$ cat src/rtl/stopwatch_counter_if.sv
// Bundle of the stopwatch's button/tick inputs and BCD display outputs.
// The stimulus side uses the master modport and the stopwatch uses the slave modport.
interface stopwatch_counter_if;
    logic       tick_in;
    logic       start_stop_in;
    logic       clear_in;
    logic [3:0] sec_ones;
    logic [3:0] sec_tens;
    logic [3:0] min_ones;
    logic [3:0] min_tens;
    logic       running;
    logic       max_pulse;

    modport master (
        output tick_in, start_stop_in, clear_in,
        input  sec_ones, sec_tens, min_ones, min_tens, running, max_pulse
    );

    modport slave (
        input  tick_in, start_stop_in, clear_in,
        output sec_ones, sec_tens, min_ones, min_tens, running, max_pulse
    );
endinterface

$ cat src/rtl/stopwatch_counter.sv
// MM:SS stopwatch driven by a 1 Hz square wave. Inputs are synchronised and
// edge-detected; a start/pause/clear FSM gates counting of four BCD digits.
module stopwatch_counter #(
    parameter int SAT_MODE   = 0,
    parameter int SYNC_DEPTH = 2
) (
    input  logic                clock,
    input  logic                reset_n,
    stopwatch_counter_if.slave  sw
);
    typedef enum logic [1:0] {
        ST_IDLE  = 2'd0,
        ST_RUN   = 2'd1,
        ST_PAUSE = 2'd2
    } state_t;

    // Bit order in all vectors below: {clear, start_stop, tick}
    logic [2:0]                  in_s;
    logic [SYNC_DEPTH-1:0][2:0]  sync_r;
    logic [2:0]                  sync_out_s;
    logic [2:0]                  edge_r;
    logic [2:0]                  pulse_s;
    logic                        tick_p_s;
    logic                        start_p_s;
    logic                        clear_p_s;

    state_t     state_r, state_nx_s;
    logic [3:0] sec_ones_r, sec_tens_r, min_ones_r, min_tens_r;
    logic [3:0] sec_ones_nx_s, sec_tens_nx_s, min_ones_nx_s, min_tens_nx_s;
    logic       running_r, max_pulse_r, max_pulse_nx_s;
    logic       at_max_s;

    assign in_s       = {sw.clear_in, sw.start_stop_in, sw.tick_in};
    assign sync_out_s = sync_r[SYNC_DEPTH-1];
    assign pulse_s    = sync_out_s & ~edge_r;
    assign tick_p_s   = pulse_s[0];
    assign start_p_s  = pulse_s[1];
    assign clear_p_s  = pulse_s[2];

    assign at_max_s = (min_tens_r == 4'd5) && (min_ones_r == 4'd9) &&
                      (sec_tens_r == 4'd5) && (sec_ones_r == 4'd9);

    // Synchroniser chain and edge register for the three inputs
    always_ff @(posedge clock or negedge reset_n) begin
        if (!reset_n) begin
            sync_r <= '0;
            edge_r <= 3'b000;
        end else begin
            sync_r <= {sync_r[SYNC_DEPTH-2:0], in_s};
            edge_r <= sync_out_s;
        end
    end

    // Next-state, BCD increment and boundary handling; clear overrides everything
    always_comb begin
        state_nx_s     = state_r;
        sec_ones_nx_s  = sec_ones_r;
        sec_tens_nx_s  = sec_tens_r;
        min_ones_nx_s  = min_ones_r;
        min_tens_nx_s  = min_tens_r;
        max_pulse_nx_s = 1'b0;
        if (clear_p_s) begin
            state_nx_s    = ST_IDLE;
            sec_ones_nx_s = 4'd0;
            sec_tens_nx_s = 4'd0;
            min_ones_nx_s = 4'd0;
            min_tens_nx_s = 4'd0;
        end else begin
            case (state_r)
                ST_RUN: begin
                    if (tick_p_s && at_max_s) begin
                        max_pulse_nx_s = 1'b1;
                        if (SAT_MODE != 0) begin
                            state_nx_s = ST_PAUSE;
                        end else begin
                            sec_ones_nx_s = 4'd0;
                            sec_tens_nx_s = 4'd0;
                            min_ones_nx_s = 4'd0;
                            min_tens_nx_s = 4'd0;
                        end
                    end else if (tick_p_s) begin
                        // Ripple carry; at_max excluded above keeps min_tens <= 5
                        if (sec_ones_r != 4'd9) begin
                            sec_ones_nx_s = sec_ones_r + 4'd1;
                        end else begin
                            sec_ones_nx_s = 4'd0;
                            if (sec_tens_r != 4'd5) begin
                                sec_tens_nx_s = sec_tens_r + 4'd1;
                            end else begin
                                sec_tens_nx_s = 4'd0;
                                if (min_ones_r != 4'd9) begin
                                    min_ones_nx_s = min_ones_r + 4'd1;
                                end else begin
                                    min_ones_nx_s = 4'd0;
                                    min_tens_nx_s = min_tens_r + 4'd1;
                                end
                            end
                        end
                    end else begin
                        max_pulse_nx_s = 1'b0;
                    end
                    if (start_p_s) begin
                        state_nx_s = ST_PAUSE;
                    end else begin
                        max_pulse_nx_s = max_pulse_nx_s;
                    end
                end
                ST_IDLE, ST_PAUSE: begin
                    // Ticks outside RUN are dropped, even alongside a start
                    if (start_p_s) begin
                        state_nx_s = ST_RUN;
                    end else begin
                        state_nx_s = state_r;
                    end
                end
                default: begin
                    state_nx_s    = ST_IDLE;
                    sec_ones_nx_s = 4'd0;
                    sec_tens_nx_s = 4'd0;
                    min_ones_nx_s = 4'd0;
                    min_tens_nx_s = 4'd0;
                end
            endcase
        end
    end

    // State, digit and output registers
    always_ff @(posedge clock or negedge reset_n) begin
        if (!reset_n) begin
            state_r     <= ST_IDLE;
            sec_ones_r  <= 4'd0;
            sec_tens_r  <= 4'd0;
            min_ones_r  <= 4'd0;
            min_tens_r  <= 4'd0;
            running_r   <= 1'b0;
            max_pulse_r <= 1'b0;
        end else begin
            state_r     <= state_nx_s;
            sec_ones_r  <= sec_ones_nx_s;
            sec_tens_r  <= sec_tens_nx_s;
            min_ones_r  <= min_ones_nx_s;
            min_tens_r  <= min_tens_nx_s;
            running_r   <= (state_nx_s == ST_RUN);
            max_pulse_r <= max_pulse_nx_s;
        end
    end

    assign sw.sec_ones  = sec_ones_r;
    assign sw.sec_tens  = sec_tens_r;
    assign sw.min_ones  = min_ones_r;
    assign sw.min_tens  = min_tens_r;
    assign sw.running   = running_r;
    assign sw.max_pulse = max_pulse_r;
endmodule

$ cat src/flat_wrapper.sv
// flat-port wrapper written by rule: the top's interface ports become plain ports
module stopwatch_counter_flat 
#(
    parameter int SAT_MODE   = 0,
    parameter int SYNC_DEPTH = 2
)
  (clock, reset_n, sw_tick_in, sw_start_stop_in, sw_clear_in, sw_sec_ones, sw_sec_tens, sw_min_ones, sw_min_tens, sw_running, sw_max_pulse);
  stopwatch_counter_if sw_i ();
  input  logic clock;
  input  logic reset_n;
  input wire logic [$bits(sw_i.tick_in)-1:0] sw_tick_in;
  input wire logic [$bits(sw_i.start_stop_in)-1:0] sw_start_stop_in;
  input wire logic [$bits(sw_i.clear_in)-1:0] sw_clear_in;
  output wire logic [$bits(sw_i.sec_ones)-1:0] sw_sec_ones;
  output wire logic [$bits(sw_i.sec_tens)-1:0] sw_sec_tens;
  output wire logic [$bits(sw_i.min_ones)-1:0] sw_min_ones;
  output wire logic [$bits(sw_i.min_tens)-1:0] sw_min_tens;
  output wire logic [$bits(sw_i.running)-1:0] sw_running;
  output wire logic [$bits(sw_i.max_pulse)-1:0] sw_max_pulse;
  assign sw_i.tick_in = sw_tick_in;
  assign sw_i.start_stop_in = sw_start_stop_in;
  assign sw_i.clear_in = sw_clear_in;
  assign sw_sec_ones = sw_i.sec_ones;
  assign sw_sec_tens = sw_i.sec_tens;
  assign sw_min_ones = sw_i.min_ones;
  assign sw_min_tens = sw_i.min_tens;
  assign sw_running = sw_i.running;
  assign sw_max_pulse = sw_i.max_pulse;
  stopwatch_counter #(.SAT_MODE(SAT_MODE), .SYNC_DEPTH(SYNC_DEPTH)) u_core (.clock(clock), .reset_n(reset_n), .sw(sw_i));
endmodule
$ cat config.mk
export PLATFORM = sky130hd
export DESIGN_NAME = stopwatch_counter_flat
export DESIGN_NICKNAME = d
export VERILOG_FILES = /design/src/rtl/stopwatch_counter_if.sv /design/src/rtl/stopwatch_counter.sv /design/src/flat_wrapper.sv
export SDC_FILE = /design/constraint.sdc
export NUM_CORES = 1
export LEC_CHECK = 0
export CORE_MARGIN = 2
export CORE_UTILIZATION = 25
export DETAILED_ROUTE_END_ITERATION = 10
export SLEW_MARGIN = 30
export SYNTH_ARGS = -nofsm -noshare
export SYNTH_HDL_FRONTEND = slang
export SYNTH_SLANG_ARGS = --single-unit
$ cat constraint.sdc
create_clock -name clock -period 4.91 [get_ports clock]
set_input_delay 0.982 -clock clock [delete_from_list [all_inputs] [get_ports clock]]
set_output_delay 0.982 -clock clock [all_outputs]
set_load 0.05 [all_outputs]
### Yosys cells after proc, flatten, opt, wreduce, memory -nomap -nowiden

Cells that the tools add are included.
Widths: inputs -> output; s select.

| storage, ports and cells | value |
|---|---|
| bits in registers | 29 |
| logic and storage cells | 73 |
| output and inout port bits | 18 |
| input bits | 5 |

| cells by class | value |
|---|---|
| mux-type cells | 32 |
| bitwise gates (word level) | 2 |
| equal/unequal tests | 15 |
| add/sub/neg operators | 4 |
| reductions and logical operators | 10 |

Operator list:

| kind | count |
|---|---|
| $mux 4 | 21 |
| $pmux 4 s2 | 4 |
| $add 4x1->4 const B | 4 |
| $ne 4x2->1 const B | 3 |
| $eq 4x3->1 const B | 2 |
| $eq 4x4->1 const B | 2 |
| $ne 4x4->1 const B | 2 |
| $mux 2 | 3 |
| $reduce_and 5->1 | 1 |
| $eq 2x1->1 const B | 2 |
| $logic_and 1x1->1 | 4 |
| $ne 4x1->1 const B | 1 |
| $ne 4x3->1 const B | 1 |
| $pmux 2 s2 | 1 |
| $reduce_and 4->1 | 1 |
| $and 3x3->3 | 1 |
| $mux 1 | 3 |
| $not 3->3 | 1 |
| $reduce_and 3->1 | 1 |
| $eq 2x2->1 const B | 1 |
| $logic_not 2->1 | 1 |
| $ne 2x1->1 const B | 1 |
| $reduce_and 2->1 | 1 |
| $reduce_or 2->1 | 1 |

### Longest topological paths before layout

| depth | value |
|---|---|
| depth in word-level cells | 8 |
| mapped depth | 6 |
| mapped depth without buffers | 6 |

### Worst setup path before layout

No wires, ideal clock.

| timing | value |
|---|---|
| path type | reg2reg |
| from | register u_core.sec_ones_r[0], in the netlist u_core.sw.sec_ones[0] |
| to | register u_core.min_tens_r[3], in the netlist u_core.sw.min_tens[3] |
| clock period less this slack | 2.023 ns |
| setup time | 0.087 ns |
| arrival | 1.936 ns |
| slack | 2.887 ns |
| cell stages (with the launch flop) | 6 |
| data required time | 4.823 ns |
| buffers on the path | 0 |
| cells stage by stage | dfrtp_1 > ha_1 > and3b_1 > nand3_1 > or4b_4 > o211ai_1 |

| on the way | value |
|---|---|
| longest elaborated chain between the ends | 6 |
| elaborated cells on any way between the ends | 12 |
| classes of those cells | eq/ne: 6; mux: 3; reduce/logical: 3 |

RTL lines:

| item | RTL line | RTL |
|---|---|---|
| start: declaration | stopwatch_counter.sv:28 | `logic [3:0] sec_ones_r, sec_tens_r, min_ones_r, min_tens_r;` |
| start signal: assignment | stopwatch_counter.sv:139 | `sec_ones_r <= sec_ones_nx_s;` |
| $eq 4x4->1 | stopwatch_counter.sv:41 | `(sec_tens_r == 4'd5) && (sec_ones_r == 4'd9);` |
| $logic_and 1x1->1 | stopwatch_counter.sv:41 |  |
| $logic_and 1x1->1 | stopwatch_counter.sv:71 | `if (tick_p_s && at_max_s) begin` |
| $mux 4 | stopwatch_counter.sv:71 |  |
| $pmux 4 s2 | stopwatch_counter.sv:69 | `case (state_r)` |
| $mux 4 | stopwatch_counter.sv:62 | `if (clear_p_s) begin` |
| end signal: assignment | stopwatch_counter.sv:142 | `min_tens_r <= min_tens_nx_s;` |
| end: declaration | stopwatch_counter.sv:28 |  |

Parallel ways exist; a longest one is shown, timed or not.
A chain may end at the register's enable or synchronous reset.

### Final worst setup path

| timing | value |
|---|---|
| from | register u_core.sec_tens_r[0], in the netlist u_core.sw.sec_tens[0] |
| to | output port sw_sec_tens[0] |

RTL lines:

| item | RTL line | RTL |
|---|---|---|
| start: declaration | stopwatch_counter.sv:28 |  |
| start signal: assignment | stopwatch_counter.sv:140 | `sec_tens_r <= sec_tens_nx_s;` |
| end: declaration | flat_wrapper.sv:15 | `output wire logic [$bits(sw_i.sec_tens)-1:0] sw_sec_tens;` |

No word-level cell between the ends.

==> flow_summary.yaml <==
yosys:
  netlist-cell-type-count: 39
  syn_nets: 144
  synthArstFlopShare_pct: 100.0
  netlist_area_um2: 1400
  yosys.area.top_type: "dfrtp_1"
  synth.most_common_cell: "dfrtp_1"
  ys_warn_count: 0
  synth_commonest_cells: "29 x dfrtp_1, 9 x inv_1, 9 x nand3_1, 9 x nor2_1, 8 x ha_1"
  netlist_instances: 131
  yosysSeqAreaShare_pct: 51.83
  ys_ff_latch: 29
  synth_area_per_cell_um2: 10.69
  synth_edf_count: 0
  dominantRegCellSynth: "dfrtp_1"
  synth.area.top_cells: "dfrtp_1 52%, ha_1 7.1%, nand3_1 3.2%"
  netlist.area_leader.share_pct: 51.83
layout:
  finish.net_count: 171
  antenna_cells: 0
  drive_gt1_share_pct: 9.434
  fillCellCount: 580
  area_growth_pct: 28.60
sta:
  finalHoldViolCount: 0
  tightest_slew_ns: 0.7333
  fin_worst_skew_ns: 0.005253
  whs_ns: 0.3485
  setup_tns_ns: 0
  slew_headroom_pct: 50.82
  maxSlewViolCount: 0
  finalSetupViolCount: 0
  layout_min_cycle_time_ns: 2.526
  period_share_pct: 51.45
  rsz0062_at_grt: "no"
  timing.fmax_mhz: 395.8
critical_path:
  cpLargestDelayFamily: "buffers and inverters"
  cp-end-kind: "output pin"
  cp.arrival_ns: 1.54
  cpPeakStageDelay_ns: 0.83
  slowest_stage: "clkdlybuf4s50_1"
  crit_type: "reg2out"
  cp.required_ns: 3.93
  crit_fanout: 6
  rr_startpoint: "u_core.sw.sec_ones[0]"
  startpoint: "u_core.sw.sec_tens[0]"
  crit_end: "sw_sec_tens[0]"
  cp_cell_sequence: "clkdlybuf4s50_1"
  r2r_slack_ns: 2.99
  path_depth: 1
  crit_buf_inv: 1
  r2r-end: "u_core.sw.min_ones[1]"
  rr_worst_depth: 5
  startpoint_type: "flip-flop"
floorplan:
  coreArea_um2: 5473
  dieArea_um2: 6215
  fp.dieH_um: 78.84
  start_util_pct: 25.58
  die-width_um: 78.84
  fp-row-count: 27
  ios: 23
routing:
  postRouteAntennaNets: 0
  initialDrtViolationCount: 64
  wl_per_cell_um: 12.51
  drt_pre_antenna_iters: 4
  routed_wirelength_um: 2889
  viasPerCell: 4.710
  dr_total_vias: 1088
  drc_errors: 0
cts:
  clockRootBuffer: "clkbuf_8"
  numCtsBuffers: 5
  htreeDepth: 2
  cts_num_sinks: 29
  cts_tree: "done"
  postCtsSetupRepairBufs: 0
  cts_buffer_depth: 2
  cts.clk_slew.worst_paths_ns: 0.06
  clkLatencyLatePin_ns: 0.29
  post_cts_resize_count: 0
  hold_buffers: 0
power:
  power_density_nw_per_um2: 322.1
  peakVddDrop_mv: 0.1195
  p_leak_nw: 0.7342
  power_w: 0.0005800
job:
  max-cap-violations: 0
global_routing:
  grt_max_degree: 30
  grt_pass1_vias: 1037
  grt_use_total_pct: 10.34
  grt_pass1_wl_um: 4912
  antenna_found_initial: 0
  grt_overflow: 0
run_status:
  status: "complete, no violations"
placed_design:
  port_buffers: 22
  dp_hpwl_um: 2044
  place.gp.congestion: 0.7897
hold_path:
  hold_path.class: "reg2reg"
-- registers in the layout (all words and copies together) (netlist names) --
name / cells
u_core.sw.sec_tens: 4
u_core.sw.running: 1
u_core.sw.min_ones: 4
u_core.sw.min_tens: 4
u_core.sync_r: 3
u_core.sw.sec_ones: 4
u_core.sw.max_pulse: 1
u_core.sync_out_s: 3
u_core.edge_r: 3
u_core.state_r: 2
-- stage by stage --
stage | std cells | utilization (%) | cell area [um2] | worst slack, ns
2_1_floorplan | 131 | - | 1400 | 2.887
3_3_place_gp | 223 | 31.05 | 1699 | 2.692
3_5_place_dp | 223 | 31.05 | 1699 | 2.682
4_1_cts | 231 | 32.90 | 1800 | 2.367
5_1_grt | 231 | 32.90 | 1800 | 2.305
6_report | 231 | 32.90 | 1800 | 2.384
-- how the worst min path moves through the flow --
| stage | start | end | slack [ns] | cells after the start |
|---|---|---|---|---|
| after floorplan | u_core.sync_r[0] | u_core.sync_out_s[0] | 0.33 | 0 |
| after global placement | u_core.sync_r[2] | u_core.sync_out_s[2] | 0.33 | 0 |
| after detailed placement | u_core.sync_r[0] | u_core.sync_out_s[0] | 0.33 | 0 |
| after CTS | u_core.sync_r[0] | u_core.sync_out_s[0] | 0.35 | 0 |
| after global routing | u_core.sync_r[0] | u_core.sync_out_s[0] | 0.36 | 0 |
| final | u_core.sync_r[0] | u_core.sync_out_s[0] | 0.35 | 0 |
-- final cells by class --
class,instances,area (um2),area share [%]
multi-input cells,90,621.8,34.54
clock inverters,1,5.005,0.2780
flip-flops and latches,29,725.7,40.31
repair buffers,23,227.7,12.65
clock buffers,7,96.34,5.351
inverters,9,33.78,1.876
well taps,72,90.09,5.003
-- worst register-to-register path, cell delays in order (launching register included) --
cell and delay, ns:
dfrtp_1 0.43, ha_1 0.23, and3b_1 0.22, a211oi_1 0.65
nor4b_1 0.11, o21bai_1 0.18
-- kinds of logic (layout without fill, tap and decap cells) --
logic type	after synthesis	after routing	synth area share (%)
adders and majority gates	8	8	7.150
xor gates and xnor gates	1	1	0.6257
and+or+nand+nor	51	51	21.98
DFF	29	29	51.83
buffers and inverters	12	40	3.753
AOI/OAI and AO/OA	28	28	13.14
muxes	2	2	1.519
-- where the power goes --
part           internal (W)  switching (W)
clock network      0.000126      0.0000945
logic             0.0000313      0.0000634
registers          0.000251      0.0000128
total              0.000409       0.000171
-- routing by layer --
layer	global-route usage (%)	vias up	share of wire [%]
met1	13.83	526	48
met3	3.068	7	5.4
met4	5.172	0	2.0
li1	-	528	-
met2	15.21	27	45
met5	0	-	0
-- layout by cell type, fill, tap and decap left out, types with 2 or more instances in the layout --
cell type / instances
dfrtp_1: 29
clkdlybuf4s50_1: 22
inv_1: 9
nor2_1: 9
nand3_1: 9
ha_1: 8
clkbuf_8: 7
nand2_1: 6
o21ai_0: 6
a21oi_1: 5
o31ai_1: 5
nand2b_1: 4
nor2b_1: 3
and3b_1: 3
or4_1: 3
nor3_1: 2
nand3b_1: 2
a211oi_1: 2
o211ai_1: 2
o22ai_1: 2
No activity file was read; power rests on OpenSTA's default activity.
